===== config.mk =====
export PLATFORM = sky130hd
export DESIGN_NAME = shift_sequencer
export DESIGN_NICKNAME = d
export VERILOG_FILES = /design/src/rtl/shift_sequencer.sv
export SDC_FILE = /design/constraint.sdc
export NUM_CORES = 1
export LEC_CHECK = 0
export ABC_CLOCK_PERIOD_IN_PS = 2300
export CORE_MARGIN = 2
export CORE_UTILIZATION = 39
export CTS_CLUSTER_SIZE = 14
export DETAILED_ROUTE_END_ITERATION = 8
export GPL_TIMING_DRIVEN = 0
export HOLD_SLACK_MARGIN = 0.08
export PLACE_DENSITY = 0.85
export SLEW_MARGIN = 25
export SYNTH_ARGS = -nofsm -noshare
export SYNTH_HDL_FRONTEND = slang
export SYNTH_SLANG_ARGS = --single-unit

===== constraint.sdc =====
create_clock -name clk -period 2.3 [get_ports clk]
set_input_delay 0.345 -clock clk [delete_from_list [all_inputs] [get_ports clk]]
set_output_delay 0.345 -clock clk [all_outputs]
set_load 0.01 [all_outputs]

===== src/rtl/shift_sequencer.sv =====
// shift_sequencer
//   Turns a single ALU shift request into an N-cycle job for a 1-bit-per-cycle
//   logical shifter. It issues LOAD (11) once, then one step command per bit
//   (01 = right, 10 = left), and holds (00) otherwise. A 1-cycle done pulse
//   marks the cycle in which the shifter output is the final result.
//
// Ports
//   clk      in   rising-edge clock
//   rst      in   asynchronous, active-low reset
//   start    in   request strobe, sampled only in IDLE
//   dir      in   0 = right, 1 = left (captured with start)
//   amount   in   number of 1-bit steps (captured with start, saturates at WIDTH)
//   operand  in   value to shift (captured with start)
//   abort    in   cancels a job in LOAD or SHIFT, no done pulse
//   sh_dout  in   shifter output register (feedback)
//   sh_sel   out  registered shifter command
//   sh_din   out  shifter data input: captured operand in LOAD, feedback otherwise
//   busy     out  high while in LOAD and SHIFT
//   done     out  1-cycle completion pulse
//   result   out  shifter output, final when done = 1
module shift_sequencer #(
  parameter int unsigned WIDTH = 16,
  parameter int unsigned AMT_W = 5
) (
  input  logic             clk,
  input  logic             rst,
  input  logic             start,
  input  logic             dir,
  input  logic [AMT_W-1:0] amount,
  input  logic [WIDTH-1:0] operand,
  input  logic             abort,
  input  logic [WIDTH-1:0] sh_dout,
  output logic [1:0]       sh_sel,
  output logic [WIDTH-1:0] sh_din,
  output logic             busy,
  output logic             done,
  output logic [WIDTH-1:0] result
);

  // Counter is wide enough for both the raw amount (plus one bit) and WIDTH,
  // so the saturation compare and the count itself can never wrap.
  localparam int unsigned CNT_W = ($clog2(WIDTH + 1) > AMT_W + 1) ?
                                  $clog2(WIDTH + 1) : AMT_W + 1;

  localparam logic [1:0] SEL_HOLD  = 2'b00;
  localparam logic [1:0] SEL_RIGHT = 2'b01;
  localparam logic [1:0] SEL_LEFT  = 2'b10;
  localparam logic [1:0] SEL_LOAD  = 2'b11;

  typedef enum logic [1:0] {
    S_IDLE,
    S_LOAD,
    S_SHIFT,
    S_DONE
  } state_t;

  state_t           r_state, w_state_nxt;
  logic [1:0]       r_sel,   w_sel_nxt;
  logic             r_busy,  w_busy_nxt;
  logic             r_done,  w_done_nxt;
  logic [CNT_W-1:0] r_cnt,   w_cnt_nxt;
  logic [WIDTH-1:0] r_op,    w_op_nxt;
  logic             r_dir,   w_dir_nxt;
  logic [CNT_W-1:0] w_amt_ext;
  logic [CNT_W-1:0] w_amt_sat;

  assign w_amt_ext = CNT_W'(amount);
  assign w_amt_sat = (w_amt_ext > CNT_W'(WIDTH)) ? CNT_W'(WIDTH) : w_amt_ext;

  // State register
  always_ff @(posedge clk or negedge rst) begin
    if (!rst) begin
      r_state <= S_IDLE;
      r_sel   <= SEL_HOLD;
      r_busy  <= 1'b0;
      r_done  <= 1'b0;
      r_cnt   <= '0;
      r_op    <= '0;
      r_dir   <= 1'b0;
    end else begin
      r_state <= w_state_nxt;
      r_sel   <= w_sel_nxt;
      r_busy  <= w_busy_nxt;
      r_done  <= w_done_nxt;
      r_cnt   <= w_cnt_nxt;
      r_op    <= w_op_nxt;
      r_dir   <= w_dir_nxt;
    end
  end

  // Next-state logic. sh_sel, busy and done are registered, so their next
  // values are decided here together with the transition that implies them.
  always_comb begin
    w_state_nxt = r_state;
    w_sel_nxt   = r_sel;
    w_busy_nxt  = r_busy;
    w_done_nxt  = 1'b0;
    w_cnt_nxt   = r_cnt;
    w_op_nxt    = r_op;
    w_dir_nxt   = r_dir;
    unique case (r_state)
      S_IDLE: begin
        if (start) begin
          w_state_nxt = S_LOAD;
          w_op_nxt    = operand;
          w_dir_nxt   = dir;
          w_cnt_nxt   = w_amt_sat;
          w_sel_nxt   = SEL_LOAD;
          w_busy_nxt  = 1'b1;
        end
      end
      S_LOAD: begin
        if (abort) begin
          w_state_nxt = S_IDLE;
          w_sel_nxt   = SEL_HOLD;
          w_busy_nxt  = 1'b0;
        end else if (r_cnt != '0) begin
          w_state_nxt = S_SHIFT;
          w_sel_nxt   = r_dir ? SEL_LEFT : SEL_RIGHT;
        end else begin
          w_state_nxt = S_DONE;
          w_sel_nxt   = SEL_HOLD;
          w_busy_nxt  = 1'b0;
          w_done_nxt  = 1'b1;
        end
      end
      S_SHIFT: begin
        if (abort) begin
          w_state_nxt = S_IDLE;
          w_sel_nxt   = SEL_HOLD;
          w_busy_nxt  = 1'b0;
        end else begin
          w_cnt_nxt = r_cnt - CNT_W'(1);
          // The step command issued on this edge is the last one.
          if (r_cnt == CNT_W'(1)) begin
            w_state_nxt = S_DONE;
            w_sel_nxt   = SEL_HOLD;
            w_busy_nxt  = 1'b0;
            w_done_nxt  = 1'b1;
          end
        end
      end
      S_DONE: begin
        w_state_nxt = S_IDLE;
      end
      default: begin
        w_state_nxt = S_IDLE;
        w_sel_nxt   = SEL_HOLD;
        w_busy_nxt  = 1'b0;
      end
    endcase
  end

  // Output logic
  always_comb begin
    sh_din = (r_state == S_LOAD) ? r_op : sh_dout;
  end

  assign sh_sel = r_sel;
  assign busy   = r_busy;
  assign done   = r_done;
  assign result = sh_dout;

endmodule


==> flow_results.xml <==
<?xml version="1.0" encoding="UTF-8"?>
<metrics>
  <group name="status">
    <metric name="run_status" unit="">finished, final reports clean</metric>
  </group>
  <group name="die">
    <metric name="design.core.area" unit="mm2">0.004324</metric>
    <metric name="die_w" unit="um">70.61</metric>
    <metric name="rows" unit="">24</metric>
    <metric name="chipHeight" unit="um">70.61</metric>
    <metric name="start_util" unit="">0.4002</metric>
    <metric name="fp.dieArea" unit="mm2">0.004986</metric>
    <metric name="ios" unit="">78</metric>
  </group>
  <group name="synthesis">
    <metric name="synth.ff_latch_count" unit="">29</metric>
    <metric name="top_post_synthesis_cells_by_area" unit="">sky130_fd_sc_hd__dfrtp_1 (42%), sky130_fd_sc_hd__mux2_2 (23%), sky130_fd_sc_hd__buf_4 (6.9%)</metric>
    <metric name="yosys_most_used_dff" unit="">sky130_fd_sc_hd__dfrtp_1</metric>
    <metric name="ys_warn_count" unit="">0</metric>
    <metric name="post-synth-top-area-fraction" unit="">0.4194</metric>
    <metric name="asyncSetResetFlopFracSynth" unit="">1.000</metric>
    <metric name="yosysMostFrequentCell" unit="">sky130_fd_sc_hd__mux2_2</metric>
    <metric name="netlist_top_cells_count" unit="">sky130_fd_sc_hd__mux2_2 (35), sky130_fd_sc_hd__dfrtp_1 (29), sky130_fd_sc_hd__buf_4 (16)</metric>
    <metric name="synth.yosys.seq_area_share" unit="">0.4194</metric>
    <metric name="synth.distinct_cells" unit="">34</metric>
    <metric name="synth_nets" unit="">206</metric>
    <metric name="synth_top_cell_by_area" unit="">sky130_fd_sc_hd__dfrtp_1</metric>
    <metric name="synthesis.area_per_instance" unit="um2">11.02</metric>
    <metric name="postSynthCellCount" unit="">157</metric>
    <metric name="mappedNetlistArea" unit="mm2">0.001730</metric>
    <metric name="synth_edf_count" unit="">0</metric>
  </group>
  <group name="place">
    <metric name="weighted_congestion_at_the_end_of_routability_driven_global_placement" unit="">0.7813</metric>
    <metric name="buffer_ports.inserted" unit="">77</metric>
    <metric name="dp_hpwl" unit="um">3134</metric>
    <metric name="post_place_setup_slack" unit="ns">-0.1578</metric>
  </group>
  <group name="routing">
    <metric name="totalWireLength" unit="um">4032</metric>
    <metric name="1st_iter_drt_viols" unit="">52</metric>
    <metric name="drt-pass1-iter-count" unit="">4</metric>
    <metric name="drt-vias-per-instance" unit="">5.054</metric>
    <metric name="num_vias" unit="">1486</metric>
    <metric name="detail_route.drc_violations" unit="">0</metric>
    <metric name="antenna_violating_nets_post_route" unit="">0</metric>
    <metric name="wl_per_cell" unit="um">13.71</metric>
  </group>
  <group name="timing">
    <metric name="timing_worst_slew_pin_value" unit="ns">0.6416</metric>
    <metric name="setup-tns-final" unit="ns">0</metric>
    <metric name="achievable-frequency" unit="GHz">0.4479</metric>
    <metric name="rsz0062_at_grt" unit="">no</metric>
    <metric name="fin_crit_sh" unit="">0.9706</metric>
    <metric name="final-max-slew-violation-count" unit="">0</metric>
    <metric name="layout_setup_ws" unit="ns">0.06751</metric>
    <metric name="setup-violations-final" unit="">0</metric>
    <metric name="period_minus_slack" unit="ns">2.232</metric>
    <metric name="fin_skew" unit="ns">0.002917</metric>
    <metric name="hold_viol" unit="">0</metric>
    <metric name="slew-limit-headroom" unit="">0.5723</metric>
  </group>
  <group name="critical_path">
    <metric name="cp-start-kind" unit="">flop</metric>
    <metric name="critical-path-max-stage-delay" unit="ns">0.41</metric>
    <metric name="path_class" unit="">reg2out</metric>
    <metric name="critical_path_cell_count" unit="">6</metric>
    <metric name="critical_path.slowest_cell" unit="">sky130_fd_sc_hd__dfrtp_1</metric>
    <metric name="crit_path_cell_trace" unit="">inv_2 -&gt; ha_2 -&gt; buf_6 -&gt; buf_8 -&gt; mux2_2 -&gt; dlygate4sd2_1</metric>
    <metric name="critPathMaxFanout" unit="">10</metric>
    <metric name="timing.critical_path.max_delay_family" unit="">buffers and inverters</metric>
    <metric name="rr_worst_depth" unit="">5</metric>
    <metric name="worst_ep_required_time" unit="ns">1.96</metric>
    <metric name="cp_num_buf_inv" unit="">4</metric>
    <metric name="timing.critical_path.arrival" unit="ns">1.89</metric>
    <metric name="crit_path_end_kind" unit="">primary output</metric>
  </group>
  <group name="clock_network">
    <metric name="clock_latency" unit="ns">0.28</metric>
    <metric name="clock_tree_from_tritoncts" unit="">done</metric>
    <metric name="clock_path_buffers" unit="">2</metric>
    <metric name="cts_hold_repair.buffers" unit="">0</metric>
    <metric name="cts_made_buffers" unit="">5</metric>
    <metric name="clock_tree_root_driver_cell" unit="">sky130_fd_sc_hd__clkbuf_8</metric>
    <metric name="cts.reportedPaths.clkPinSlew" unit="ns">0.06</metric>
    <metric name="cts_htree_levels" unit="">2</metric>
    <metric name="cts_num_sinks" unit="">29</metric>
  </group>
  <group name="power_and_ir_drop">
    <metric name="power-per-cell-area" unit="mW/mm2">1069</metric>
    <metric name="leakage" unit="uW">0.001197</metric>
    <metric name="vdd.ir_drop.worst" unit="mV">0.6319</metric>
    <metric name="power.total" unit="uW">2854</metric>
  </group>
  <group name="global_routing">
    <metric name="grt-busiest-layer" unit="">met2</metric>
    <metric name="initial_antenna_violation_count" unit="">0</metric>
    <metric name="grt_pass1_vias" unit="">1533</metric>
    <metric name="grt_use_total" unit="">0.1672</metric>
    <metric name="grt_start_max_net_pins" unit="">30</metric>
    <metric name="globalRouteMet3Util" unit="">0.05556</metric>
    <metric name="globalRoute.totalOverflow" unit="">0</metric>
    <metric name="grtUsageMet2" unit="">0.3029</metric>
    <metric name="groute.layer.met1.usage" unit="">0.1910</metric>
    <metric name="grt_first_pass_wirelength" unit="um">6706</metric>
  </group>
  <group name="layout">
    <metric name="num_antenna_cells" unit="">0</metric>
    <metric name="fillerInstances" unit="">378</metric>
    <metric name="number_of_nets_in_the_finished_design" unit="">290</metric>
    <metric name="area_delta_synth_final" unit="%">54.23</metric>
    <metric name="layout_cell_share_with_drive_strength_beyond_1" unit="">0.2893</metric>
  </group>
  <group name="flow_run">
    <metric name="max_cap_violations" unit="">0</metric>
  </group>
  <group name="min_path">
    <metric name="hp-class" unit="">in2async</metric>
  </group>
</metrics>
[area by class of cell]
cell class,instances,area [um2],share of cell area
inverter,8,30.03,0.01125
timing repair buffer,77,768.2,0.2879
clock inverter,3,17.52,0.006564
multi-input combinational,100,838.3,0.3141
clock buffer,5,68.82,0.02579
tap,52,65.06,0.02438
buffer,20,155.1,0.05813
sequential,29,725.7,0.2719
[registers in the layout, summed over array words and instances (netlist names)]
signal and cells:
r_op 16, r_cnt 6, r_state 2, sh_sel 2
busy 1, done 1, r_dir 1
[stage by stage]
step	cells	hold slack, ns	cell area, um2	utilization
after floorplan	157	0.04941	1730	-
after global placement	286	0.4846	2566	0.5935
after detailed placement	286	0.4176	2561	0.5923
after CTS	294	0.1143	2654	0.6137
after global routing	294	0.1479	2669	0.6172
final	294	0.08510	2669	0.6172
[cell families (layout without fill, tap and decap cells)]
logic type	count (synthesis)	after routing	share of synthesized area
buffers and inverters	28	113	0.09761
XOR/XNOR	1	1	0.005062
adder cells (fa/ha/maj)	7	7	0.05061
AND/OR/NAND/NOR	29	29	0.08533
flip-flops	29	29	0.4194
multiplexers	37	37	0.2422
AO/OA/AOI/OAI	26	26	0.09978
[path summary, 6_finish.rpt]
| path | slack [ns] | to | start |
|---|---|---|---|
| max | 0.07 | sh_din[11] | r_state[1]$_DFFE_PN0P_ |
| min | 0.09 | r_cnt[3]$_DFFE_PN0P_ | rst |
| max reg2reg | 0.36 | r_op[5]$_DFFE_PN0P_ | r_state[0]$_DFFE_PN0P_ |
| min reg2reg | 0.51 | r_op[1]$_DFFE_PN0P_ | r_op[1]$_DFFE_PN0P_ |
| max in group asynchronous | 1.79 | r_op[9]$_DFFE_PN0P_ | rst |
| min in group clk | 0.51 | r_op[1]$_DFFE_PN0P_ | r_op[1]$_DFFE_PN0P_ |
[where the power goes]
part | switching (uW) | internal [uW] | total [uW]
logic | 659 | 882 | 1540
registers | 154 | 752 | 906
clock network | 200 | 208 | 408
total | 1010 | 1840 | 2850
[per-layer routing]
| layer | share of wire | vias up |
|---|---|---|
| li1 | - | 710 |
| met4 | 0.011 | 0 |
| met5 | 0 | - |
| met2 | 0.55 | 47 |
| met1 | 0.38 | 725 |
| met3 | 0.059 | 4 |
[cells in the final DEF, fill, tap and decap left out, types with 2 or more instances in the layout]
cell type,instances
sky130_fd_sc_hd__nand2b_1,3
sky130_fd_sc_hd__o22ai_1,2
sky130_fd_sc_hd__ha_1,6
sky130_fd_sc_hd__mux2_2,35
sky130_fd_sc_hd__nand3_1,3
sky130_fd_sc_hd__clkbuf_8,5
sky130_fd_sc_hd__o21ai_0,9
sky130_fd_sc_hd__clkinv_2,2
sky130_fd_sc_hd__dfrtp_1,29
sky130_fd_sc_hd__o2111ai_1,4
sky130_fd_sc_hd__clkdlybuf4s50_1,60
sky130_fd_sc_hd__nor2_1,7
sky130_fd_sc_hd__dlymetal6s2s_1,6
sky130_fd_sc_hd__nor2b_1,3
sky130_fd_sc_hd__buf_2,2
sky130_fd_sc_hd__a21oi_1,3
sky130_fd_sc_hd__dlygate4sd2_1,10
sky130_fd_sc_hd__nand2_1,6
sky130_fd_sc_hd__buf_4,16
sky130_fd_sc_hd__inv_1,7
[what timing repair did]
item | CTS | global route
gates resized for setup | 17 | 6
endpoints found under the setup margin | 16 | 6
buffers inserted | 0 | 0
Power figures use the tool's default switching activity.
